**src/rtl/mem_wb_stage.sv**
```systemverilog
// mem_wb_stage
//   MEM/WB pipeline boundary. Captures the memory-stage result and drives the
//   register-file write port and forwarding value. It owns the data-memory read
//   response handshake: a load without a same-cycle response stalls upstream
//   until the response arrives. A watchdog abandons a load after MAX_WAIT wait
//   cycles and raises a sticky timeout flag.
//
// Ports
//   clk, rst        clock, asynchronous active-high reset
//   valid_i         memory stage holds a valid instruction
//   regwrite_i      instruction writes rd
//   memread_i       instruction is a load
//   funct3_i        load type (RISC-V funct3)
//   rd_i            destination register
//   wb_data_i       non-load write-back value
//   data_addr_i     load address (bits [1:0] select byte/half lane)
//   data_rdata_i    data-memory read data
//   data_rvalid_i   read data valid this cycle
//   regwrite_o      register-file write enable
//   rd_o            register-file write address
//   rd_data_o       register-file write data / forwarding value
//   stall_o         combinational hold request to upstream stages
//   load_timeout_o  sticky: a load was abandoned (cleared only by rst)
module mem_wb_stage #(
  parameter int DATA_WIDTH     = 32,
  parameter int REG_ADDR_WIDTH = 5,
  parameter int MAX_WAIT       = 15
) (
  input  logic                      clk,
  input  logic                      rst,
  input  logic                      valid_i,
  input  logic                      regwrite_i,
  input  logic                      memread_i,
  input  logic [2:0]                funct3_i,
  input  logic [REG_ADDR_WIDTH-1:0] rd_i,
  input  logic [DATA_WIDTH-1:0]     wb_data_i,
  input  logic [DATA_WIDTH-1:0]     data_addr_i,
  input  logic [DATA_WIDTH-1:0]     data_rdata_i,
  input  logic                      data_rvalid_i,
  output logic                      regwrite_o,
  output logic [REG_ADDR_WIDTH-1:0] rd_o,
  output logic [DATA_WIDTH-1:0]     rd_data_o,
  output logic                      stall_o,
  output logic                      load_timeout_o
);

  typedef enum logic {IDLE, WAIT} state_t;

  localparam logic [7:0] MAX_WAIT_C = 8'(MAX_WAIT);

  state_t                  state, state_n;
  logic [7:0]              cnt, cnt_n;
  logic                    stall;
  logic                    c_upd;
  logic                    c_we;
  logic [DATA_WIDTH-1:0]   c_data;
  logic                    to_set;
  logic [DATA_WIDTH-1:0]   load_data;
  logic                    we_ok;
  logic                    unused_addr;

  assign unused_addr = ^data_addr_i[DATA_WIDTH-1:2];

  function automatic logic [31:0] extract(input logic [2:0]  f3,
                                          input logic [1:0]  a,
                                          input logic [31:0] d);
    logic [7:0]  b;
    logic [15:0] h;
    case (a)
      2'd0:    b = d[7:0];
      2'd1:    b = d[15:8];
      2'd2:    b = d[23:16];
      default: b = d[31:24];
    endcase
    h = a[1] ? d[31:16] : d[15:0];
    case (f3)
      3'b000:  extract = {{24{b[7]}}, b};
      3'b001:  extract = {{16{h[15]}}, h};
      3'b100:  extract = {24'd0, b};
      3'b101:  extract = {16'd0, h};
      default: extract = d;
    endcase
  endfunction

  assign load_data = extract(funct3_i, data_addr_i[1:0], data_rdata_i);
  assign we_ok     = regwrite_i && (rd_i != '0);

  always_comb begin
    state_n = state;
    cnt_n   = cnt;
    stall   = 1'b0;
    c_upd   = 1'b0;
    c_we    = 1'b0;
    c_data  = wb_data_i;
    to_set  = 1'b0;
    case (state)
      IDLE: begin
        if (valid_i) begin
          if (!memread_i) begin
            c_upd = 1'b1;
            c_we  = we_ok;
          end else if (data_rvalid_i) begin
            c_upd  = 1'b1;
            c_we   = we_ok;
            c_data = load_data;
          end else begin
            stall   = 1'b1;
            state_n = WAIT;
            cnt_n   = 8'd1;
          end
        end
      end
      WAIT: begin
        if (data_rvalid_i) begin
          c_upd   = 1'b1;
          c_we    = we_ok;
          c_data  = load_data;
          state_n = IDLE;
          cnt_n   = '0;
        end else if (cnt < MAX_WAIT_C) begin
          stall = 1'b1;
          cnt_n = cnt + 8'd1;
        end else begin
          // Abandon: release the stall so upstream moves past this load.
          to_set  = 1'b1;
          state_n = IDLE;
          cnt_n   = '0;
        end
      end
      default: begin
        state_n = IDLE;
        cnt_n   = '0;
      end
    endcase
  end

  // Async reset forces IDLE, but the inputs may still describe a pending load;
  // gate so upstream never sees a stall while reset is held.
  assign stall_o = stall && !rst;

  always_ff @(posedge clk or posedge rst) begin
    if (rst) begin
      state          <= IDLE;
      cnt            <= '0;
      regwrite_o     <= 1'b0;
      rd_o           <= '0;
      rd_data_o      <= '0;
      load_timeout_o <= 1'b0;
    end else begin
      state      <= state_n;
      cnt        <= cnt_n;
      regwrite_o <= c_we;
      if (c_upd) begin
        rd_o      <= rd_i;
        rd_data_o <= c_data;
      end
      if (to_set) load_timeout_o <= 1'b1;
    end
  end

endmodule

```
**config.mk**
```make
export PLATFORM = sky130hd
export DESIGN_NAME = mem_wb_stage
export DESIGN_NICKNAME = d
export VERILOG_FILES = /design/src/rtl/mem_wb_stage.sv
export SDC_FILE = /design/constraint.sdc
export NUM_CORES = 1
export LEC_CHECK = 0
export CORE_MARGIN = 1.5
export CORE_UTILIZATION = 35
export CTS_CLUSTER_DIAMETER = 60
export CTS_CLUSTER_SIZE = 20
export DETAILED_ROUTE_END_ITERATION = 16
export PLACE_DENSITY_LB_ADDON = 0.12
export SYNTH_ARGS = -nofsm -noshare
export SYNTH_HDL_FRONTEND = slang
export SYNTH_SLANG_ARGS = --single-unit
```
**constraint.sdc**
```tcl
create_clock -name clk -period 6.19 [get_ports clk]
set_input_delay 1.238 -clock clk [delete_from_list [all_inputs] [get_ports clk]]
set_output_delay 1.238 -clock clk [all_outputs]
set_load 0.05 [all_outputs]
```
# Word-level counts from Yosys, hierarchy flattened
# Cells that the tools add are included.
[totals] in_bits=110 word_cells=54 regBits=48 out_inout_bits=40
[op_classes] n_eq_ne=8 mux=30 n_addsub=1 n_lt_le_gt_ge=1 n_bitwise=1 reduce_logical=7
[op_table] cell="$pmux W32 S4" count=1
[op_table] cell="$mux W32" count=3
[op_table] cell="$pmux W32 S2" count=1
[op_table] cell="$mux W8" count=5
[op_table] cell="$pmux W8 S3" count=1
[op_table] cell="$mux W16" count=1
[op_table] cell="$pmux W8 S2" count=1
[op_table] cell="$mux W1" count=14
[op_table] cell="$add A8 B1 Y8 const B" count=1
[op_table] cell="$lt A8 B4 Y1 const B" count=1
[op_table] cell="$eq A3 B3 Y1 const B" count=2
[op_table] cell="$ne A2 B2 Y1 const B" count=3
[op_table] cell="$pmux W1 S2" count=3
[op_table] cell="$reduce_bool A5 Y1" count=1
[op_table] cell="$eq A3 B1 Y1 const B" count=1
[op_table] cell="$logic_not A3 Y1" count=1
[op_table] cell="$reduce_and A3 Y1" count=1
[op_table] cell="$eq A2 B1 Y1 const B" count=1
[op_table] cell="$eq A2 B2 Y1 const B" count=1
[op_table] cell="$logic_and A1 B1 Y1" count=2
[op_table] cell="$logic_not A2 Y1" count=1
[op_table] cell="$logic_not A1 Y1" count=1
[op_table] cell="$not A1 Y1" count=1

# Depth between registers and ports, before layout
# Gate-level depths: netlist of run 1.
[logic_depth] word_depth=7 depth_mapped=6 ltp_nobuf=5

# Worst setup path before layout of run 1
# Ideal clock, no wire load.
[synth_timing] kind="in2out" startpoint="input port rst" endpoint="output port stall_o" required_ns=4.952 arrival_ns=2.817 path_buffers=0 cell_stages=2 setup_slack_ns=2.135 path_cell_list="inv_1 -> and2_1"
[synth_between] elab_chain_len=2
[synth_rtl] element="start: declaration" line="30" source="input logic rst,"
[synth_rtl] element="$logic_not A1 Y1 (no source line)"
[synth_rtl] element="$logic_and A1 B1 Y1" line="139" source="assign stall_o = stall && !rst;"
[synth_rtl] element="end: declaration" line="43" source="output logic stall_o,"
# Every way passes these cells.

# Worst setup path after layout of run 1
[layout_timing] startpoint="input port data_rvalid_i" endpoint="output port stall_o"
[layout_between] elab_chain_len=5 word_cells_on_any_way=6 cone_classes="5 x mux; 1 x reduce/logical"
[layout_rtl] element="start: declaration" line="39" source="input logic data_rvalid_i,"
[layout_rtl] element="$mux W1" line="102" source="end else if (data_rvalid_i) begin"
[layout_rtl] element="$mux W1" line="99" source="if (!memread_i) begin"
[layout_rtl] element="$mux W1" line="98" source="if (valid_i) begin"
[layout_rtl] element="$pmux W1 S2 *" line="96" source="case (state)"
[layout_rtl] element="via stall" line="53" source="logic stall;"
[layout_rtl] element="$logic_and A1 B1 Y1 *" line="139"
# The timed path passes the listed nets; every way through them passes the cells marked *.

==> results of run 1 <==
==> kinds of logic after synthesis <==
group,after synthesis
AO/OA/AOI/OAI,121
flip-flops,48
buffers and inverters,29
adder cells (fa/ha/maj),1
multiplexers,12
AND/OR/NAND/NOR,89
==> synth_stat cells, drive strengths merged, types with 2 or more instances <==
cell / number
clkbuf: 16
a211oi: 5
o32ai: 5
mux2: 8
buf: 4
a22oi: 10
o22a: 18
nand2b: 2
mux2i: 4
a21oi: 10
o21a: 16
and2: 6
inv: 9
nor2: 23
a22o: 8
nand3: 4
nor2b: 7
dfrtp: 48
o21ai: 24
o22ai: 11
a221o: 5
a21o: 3
nand2: 39
nor4: 2
==> metrics by stage <==
step,util (%),cell area (um^2),cells,hold WS [ns]
6_report,54.1,4140,513,0.480
5_1_grt,54.1,4140,513,0.513
4_1_cts,54.1,4140,513,0.486
3_5_place_dp,52.4,4010,505,0.467
3_3_place_gp,52.4,4010,505,0.449
2_1_floorplan,-,2750,300,0.454
==> power groups by stage <==
stage / clock network (uW) / logic [uW] / registers (uW)
6_report: 248 / 482 / 400
5_1_grt: 266 / 513 / 408
4_1_cts: 255 / 486 / 401
3_5_place_dp: 0 / 484 / 406
3_3_place_gp: 0 / 480 / 404
2_1_floorplan: 0 / 134 / 567
==> worst max-delay path by stage <==
| stage | startpoint | end | slack (ns) |
|---|---|---|---|
| global route | data_rvalid_i | stall_o | 1.30 |
| CTS | data_rvalid_i | stall_o | 1.42 |
| floorplan | rst | stall_o | 2.13 |
| global placement | data_rvalid_i | stall_o | 1.43 |
| finish | data_rvalid_i | stall_o | 1.41 |
| detailed placement | data_rvalid_i | stall_o | 1.40 |
==> final cells by class <==
type,instances,area (um^2)
inverters,9,33.8
well taps,102,128
multi-input cells,223,1430
flip-flops and latches,48,1200
repair buffers,123,1220
clock buffers,7,96.3
fillers,749,3510
clock inverters,1,30.0
==> registers in the layout, summed over array words and instances (netlist names) <==
signal	count
cnt	8
load_timeout_o	1
rd_data_o	32
rd_o	5
regwrite_o	1
state	1
==> routing by layer <==
metal	share of wire, %	track usage (%)	vias up
li1	-	-	1328
met1	46	28.2	1309
met2	45	34.1	97
met3	7.6	6.03	8
met4	1.2	4.69	0
met5	0	0	-
==> cells in the final DEF, fill, tap and decap left out, drive strengths merged <==
| cell type | instances |
|---|---|
| a21o | 3 |
| a221o | 5 |
| clkdlybuf4s50 | 119 |
| a31oi | 1 |
| nand2 | 39 |
| mux2i | 4 |
| nor4b | 1 |
| o32ai | 5 |
| nand3 | 4 |
| dfrtp | 48 |
| o21ai | 24 |
| or2 | 1 |
| nor2b | 7 |
| a21oi | 10 |
| mux2 | 8 |
| o211a | 1 |
| clkbuf | 7 |
| ha | 1 |
| and2 | 6 |
| nor4 | 2 |
| o31ai | 1 |
| o22a | 18 |
| a221oi | 1 |
| inv | 9 |
| nand2b | 2 |
| a22oi | 10 |
| bufinv | 1 |
| a211oi | 5 |
| nor2 | 23 |
| and3b | 1 |
| o21a | 16 |
| a32o | 1 |
| a311o | 1 |
| or3b | 1 |
| or4b | 1 |
| buf | 4 |
| a22o | 8 |
| or4 | 1 |
| o22ai | 11 |
==> worst max-delay path, stage by stage <==
cell,delay [ns]
clkdlybuf4s50_1,0.70
nor2b_1,0.27
nand3_1,0.22
o31ai_1,0.15
and2_1,0.17
clkdlybuf4s50_1,0.80
==> reports/metrics.cfg, run 1 <==
[layout]
drive_gt1_share_pct=6.08
fin_nets=521
syn2layout_area_growth_pct=50.6
diodes=0

[die]
fp-row-count=32
design.core.area_um2=7650
initial_core_util_pct=35.9
io_pins=150
die-area_um2=8380
fp.dieH_um=91.6
die_w_um=91.6

[timing]
skew_ns=0.00328
layout_setup_ws_ns=1.41
drv_slew=0
finalHoldViolCount=0
finalSetupViolCount=0
finalSetupTns_ns=0
relSlewSlack_pct=34.7
tightest_slew_ns=0.980
max_clock_freq_ghz=0.209
rsz0062_at_grt=false
period_share_pct=77.3
min_period_ns=4.78

[global_route]
antenna_found_initial=0
grt_max_degree=49
grt_pass1_vias=2725
globalRouteOverflowTotal=0
grt_pass1_wl_um=14000
grt_usage_pct=21.2

[power]
comb_power_share_pct=42.7
power_frac_clock_pct=21.9
peakVddDrop_v=0.000146
p_int_uw=702
power_switching_share_pct=37.9
p_per_area_nw_per_um2=273
p_seq_share_pct=35.4
power.leakage_uw=0.00169
finalPower_uw=1130
p_switching_uw=428

[clocking]
ctsResizeCount=0
ctsHoldBuffers=0
cts_buffer_depth=2
htree_num_levels=2
clock_latency_ns=0.30
post_cts_buffers=0
cts_tree=done
clk_pin_slew_ns=0.09
cts_buffers=5
root_buffer=clkbuf_8
clkSinkCount=48

[critical_path]
arrival_ns=3.54
cp.required_ns=4.95
ff2ff_setup_slack_ns=4.12
r2r-start=state
reg2reg_to=rd_data_o[0]
cp-end-kind=output pin
critPathKind=primary input to output pin
cp-start-kind=primary input
worstPathMaxFanout=15
r2r_cells=5

[synth]
synth_top_family_by_area=compound AO/OA/AOI/OAI gates
synth-seq-area-share_pct=43.8
ys.flop_type=dfrtp_1
syn_nets=411
yosys_warnings=0
synth-edff-count=0
synth-xor-area-share_pct=0
netlist_area_um2=2750
yosysTopAreaCell=dfrtp_1
syn-instance-count=300
synthMuxAreaShare_pct=4.88
synth_seq_cells=48
postSynthAreaPerCell_um2=9.15
yosys.area_share.simple_pct=14.9
yosysUniqueCellTypes=41
synth_compound_area_share_pct=31.7
yosysTopAreaCellShare_pct=43.8
async_reset_ff_share_pct=100
synth.area.top_cells=dfrtp_1 44%, o22a_1 5.7%, nand2_1 5.3%
synthAdderAreaFrac_pct=0.456

[min_path]
hold_path_startpoint=rd_o[3]
hp-class=flop to flop
whs_path_depth=2
hold_end=rd_o[3]

[drt]
wl_per_cell_um=16.9
drt_wl_total_um=8650
vias_per_cell=5.35
firstDrtPassIters=4
drc=0
vias=2742
antenna_left=0
drtIter0Drc=152

[status]
outcome=complete, no violations

[placement]
place_ws_ns=1.40
dp_hpwl_um=6430
port_buffers=119
gp_congestion=0.768

[job]
cap_violations=0

Note: power is estimated with default switching activity, not from simulation.
==> inputs of run 2 (changes only) <==
==> constraint.sdc (replaced) <==
create_clock -name clk -period 4.2 [get_ports clk]
set_input_delay 0.84 -clock clk [delete_from_list [all_inputs] [get_ports clk]]
set_output_delay 0.84 -clock clk [all_outputs]
set_load 0.05 [all_outputs]
==> run 2 against run 1 <==
  * Hold slack lost 0.0020 ns
  * Clock skew grew 0.0055 ns
  * Via count is the same
  * Register-to-register slack lost 2.0 ns
  * Largest power group unchanged
  * Wire length shrank 0.71%
  * Sequential power grew 47%
  * Die area is the same
  * Cell count is the same
  * Worst setup slack lost 0.44 ns
  * Sequential cell count is the same
  * Non-clock buffer count is the same
  * Sequential share of layout area is essentially flat
==> reports/metrics.cfg, run 2 (synthesized netlist as in run 1, its figures left out) <==
[critical_path]
worstPathMaxFanout=10
critPathKind=primary input to output pin
arrival_ns=2.39
r2r-start=state
cp-end-kind=output pin
crit_end=stall_o
crit_path_start=data_rvalid_i
ff2ff_setup_slack_ns=2.14
cp.required_ns=3.36
cp-start-kind=primary input
r2r_cells=5
reg2reg_to=rd_data_o[0]

[clocking]
clk_pin_slew_ns=0.09
clock_latency_ns=0.30
htree_num_levels=2
post_cts_buffers=0
ctsHoldBuffers=0
cts_tree=done
clkSinkCount=48
cts_buffer_depth=2
ctsResizeCount=0
root_buffer=clkbuf_8
cts_buffers=5

[die]
io_pins=150
die-area_um2=8380
design.core.area_um2=7650
fp-row-count=32
fp.dieH_um=91.6
die_w_um=91.6
initial_core_util_pct=35.9

[drt]
drt_wl_total_um=8590
vias_per_cell=5.35
drc=0
antenna_left=0
drtIter0Drc=108
wl_per_cell_um=16.7
firstDrtPassIters=4
vias=2742

[global_route]
grt_max_degree=49
antenna_found_initial=0
grt_pass1_wl_um=13700
globalRouteOverflowTotal=0
grt_pass1_vias=2688
grt_usage_pct=20.9

[min_path]
hp-class=flop to flop
hold_path_startpoint=rd_o[3]

[placement]
dp_hpwl_um=6400
place_area_um2=4010
port_buffers=119
gp_congestion=0.825

[timing]
finalSetupTns_ns=0
max_clock_freq_ghz=0.310
rsz0062_at_grt=false
finalHoldViolCount=0
relSlewSlack_pct=34.9
whs_ns=0.478
skew_ns=0.00881
finalSetupViolCount=0
period_share_pct=76.9
min_period_ns=3.23
tightest_slew_ns=0.977
drv_slew=0

[power]
power_frac_clock_pct=22.1
p_per_area_nw_per_um2=404
p_switching_uw=633
finalPower_uw=1670
peakVddDrop_v=0.000167
power_switching_share_pct=38.0
p_int_uw=1030
p_seq_share_pct=35.3
power.leakage_uw=0.00170
comb_power_share_pct=42.6

[layout]
largest_register_ffs=32
design_area_um2=4130
top_regs=rd_data_o x32, cnt x8, rd_o x5
syn2layout_area_growth_pct=50.5
fin_nets=521
drive_gt1_share_pct=6.33
regMostFlops=rd_data_o
diodes=0
layout_commonest_cell=clkdlybuf4s50_1
final_cell_mix=118 x clkdlybuf4s50_1, 48 x dfrtp_1, 39 x nand2_1

[job]
cap_violations=0

[status]
outcome=complete, no violations

-- run 2: worst min path at each step --
stage                                end  slack [ns]  depth (start not counted)
final                            rd_o[3]        0.48                          2
after detailed placement  load_timeout_o        0.46                          1
after CTS                 load_timeout_o        0.48                          1
after global placement    load_timeout_o        0.46                          1
after global routing      load_timeout_o        0.51                          1
after floorplan                   cnt[4]        0.45                          1
-- run 2: stage by stage --
stage | setup slack [ns] | utilization (%) | std cells
after floorplan | 0.941 | - | 300
after global placement | 0.975 | 52.4 | 505
after detailed placement | 0.978 | 52.4 | 505
after CTS | 0.967 | 54.0 | 513
after global routing | 0.808 | 54.0 | 513
final | 0.970 | 54.0 | 513
-- run 2: area by class of cell --
type                       instances  area, um^2
fill                             759        3510
multi-input combinational        223        1430
timing repair buffer             123        1220
sequential                        48        1200
tap                              102         128
clock buffer                       7        96.3
inverter                           9        33.8
clock inverter                     1        30.0
-- run 2: power by group through the flow --
| stage | Sequential (uW) | Clock (uW) | Combinational (uW) |
|---|---|---|---|
| 3_5_place_dp | 597 | 0 | 713 |
| 5_1_grt | 600 | 400 | 754 |
| 6_report | 588 | 369 | 711 |
| 2_1_floorplan | 836 | 0 | 198 |
| 4_1_cts | 589 | 379 | 716 |
| 3_3_place_gp | 596 | 0 | 709 |
-- run 2: routing by layer --
metal,GRT usage (%),part of all wire (%),up-vias
met2,33.0,45,84
met3,6.45,7.2,6
li1,-,-,1337
met4,4.04,0.91,0
met1,28.2,47,1315
met5,0,0,-
-- run 2: critical path, stage by stage --
cell	delay [ns]
clkdlybuf4s50_1	0.59
nor2b_1	0.23
nand3_1	0.21
o31ai_1	0.15
and2_1	0.17
buf_4	0.20
==> inputs of run 3 (changes only) <==
==> constraint.sdc (replaced) <==
create_clock -name clk -period 3.2 [get_ports clk]
set_input_delay 0.64 -clock clk [delete_from_list [all_inputs] [get_ports clk]]
set_output_delay 0.64 -clock clk [all_outputs]
set_load 0.05 [all_outputs]
==> run 3 against run 2 <==
  * Via count is 0.44% higher
  * Clock skew down 0.0034 ns
  * Worst setup slack got worse by 0.43 ns
  * Total power is 30% higher
  * Wire length grew 1.1%
  * Design area is 1.1% higher
  * Combinational power increased by 33%
  * Register-to-register slack lost 0.66 ns
  * Critical endpoint unchanged
==> reports/metrics.cfg, run 3 (synthesized netlist as in run 1, its figures left out) <==
[min_path]
whs_path_depth=1
hp-class=flop to flop
hold_path_startpoint=load_timeout_o
hold_end=load_timeout_o

[critical_path]
cp-end-kind=output pin
critPathKind=primary input to output pin
arrival_ns=2.02
ff2ff_setup_slack_ns=1.48
reg2reg_to=rd_data_o[12]
r2r-start=state
cp-start-kind=primary input
cp.required_ns=2.56
r2r_cells=4
worstPathMaxFanout=6

[power]
p_int_uw=1320
power_switching_share_pct=38.8
power.leakage_uw=0.00172
peakVddDrop_v=0.000239
p_switching_uw=840
p_per_area_nw_per_um2=518
comb_power_share_pct=43.6
power_frac_clock_pct=20.6
p_seq_share_pct=35.7

[drt]
drt_wl_total_um=8680
routed-wl-met3_um=642
drc=0
firstDrtPassIters=4
vias=2754
antenna_left=0
wl_met1_um=4030
vias_per_cell=5.30
drtIter0Drc=106
wl_per_cell_um=16.7
wl_met2_um=3950
routed.top_layer=met4

[clocking]
htree_num_levels=2
clk_pin_slew_ns=0.09
ctsResizeCount=0
clock_latency_ns=0.31
cts_buffer_depth=2
ctsHoldBuffers=0
post_cts_buffers=0
clkSinkCount=48
cts_tree=done
root_buffer=clkbuf_8
cts_buffers=5

[die]
initial_core_util_pct=35.9
die-area_um2=8380
design.core.area_um2=7650
die_w_um=91.6
io_pins=150
fp.dieH_um=91.6
fp-row-count=32

[timing]
finalSetupViolCount=0
whs_ns=0.464
relSlewSlack_pct=58.6
period_share_pct=83.0
finalSetupTns_ns=0
max_clock_freq_ghz=0.376
drv_slew=0
rsz0062_at_grt=false
min_period_ns=2.66
tightest_slew_ns=0.621
finalHoldViolCount=0
skew_ns=0.00539

[layout]
largest_register_ffs=32
layout_commonest_cell=clkdlybuf4s50_1
top_regs=rd_data_o x32, cnt x8, rd_o x5
instances_no_fill=520
final_cell_mix=118 x clkdlybuf4s50_1, 48 x dfrtp_1, 39 x nand2_1
fin_nets=528
diodes=0
regMostFlops=rd_data_o
drive_gt1_share_pct=7.66
fill_cells=744
syn2layout_area_growth_pct=52.2

[global_route]
antenna_found_initial=0
grt_usage_pct=21.5
globalRouteOverflowTotal=0
grt_pass1_wl_um=14200
grt_max_degree=49
grt_pass1_vias=2797

[status]
outcome=complete, no violations

[placement]
port_buffers=119
dpl.cell_count=512
dp_hpwl_um=6480
gp_congestion=0.813

[job]
cap_violations=0

[run 3: changes by cell type in the layout (fill, tap and decap cells not counted), sizes merged]
cell and delta:
clkbuf -1, clkinv +1, buf +7
[run 3: worst max-delay path by stage]
stage	end	slack, ns	startpoint
2_1_floorplan	stall_o	0.34	rst
6_report	stall_o	0.54	data_rvalid_i
3_3_place_gp	rd_data_o[4]	0.53	funct3_i[1]
5_1_grt	stall_o	0.42	cnt[4]
3_5_place_dp	rd_data_o[5]	0.52	funct3_i[1]
4_1_cts	stall_o	0.53	data_rvalid_i
[run 3: layout make-up]
cell class              count  area (um^2)  share of cell area, %
inverters                   9         33.8                  0.808
multi-input cells         223         1430                   34.1
clock buffers               6         72.6                   1.74
well taps                 102          128                   3.05
repair buffers            130         1280                   30.7
flip-flops and latches     48         1200                   28.7
clock inverters             2         35.0                  0.838
[run 3: critical path, cell delays in order]
cell and delay, ns:
clkdlybuf4s50_1 0.46, nor2b_1 0.17, nand3_1 0.20, o31ai_1 0.15, and2_1 0.24, buf_12 0.15
[run 3: metal layers]
layer  vias up  global-route usage [%]
met5         -                       0
met4         0                    4.56
met3         5                    5.78
met2        90                    33.8
met1      1314                    29.8
li1       1345                       -
[run 3: power by group through the flow]
stage	clock [uW]	combinational (uW)	sequential, uW
after global placement	0	940	782
after global routing	485	1000	787
after CTS	453	951	773
after detailed placement	0	948	784
final	446	944	773
after floorplan	0	260	1100
[run 3: through the flow]
| step | utilization [%] | setup slack, ns | power (uW) | area (um^2) |
|---|---|---|---|---|
| final | 54.6 | 0.543 | 2160 | 4180 |
| after global routing | 54.6 | 0.418 | 2280 | 4180 |
| after CTS | 54.6 | 0.534 | 2180 | 4180 |
| after detailed placement | 53.2 | 0.517 | 1730 | 4070 |
| after global placement | 53.2 | 0.530 | 1720 | 4070 |
| after floorplan | - | 0.341 | 1360 | 2750 |
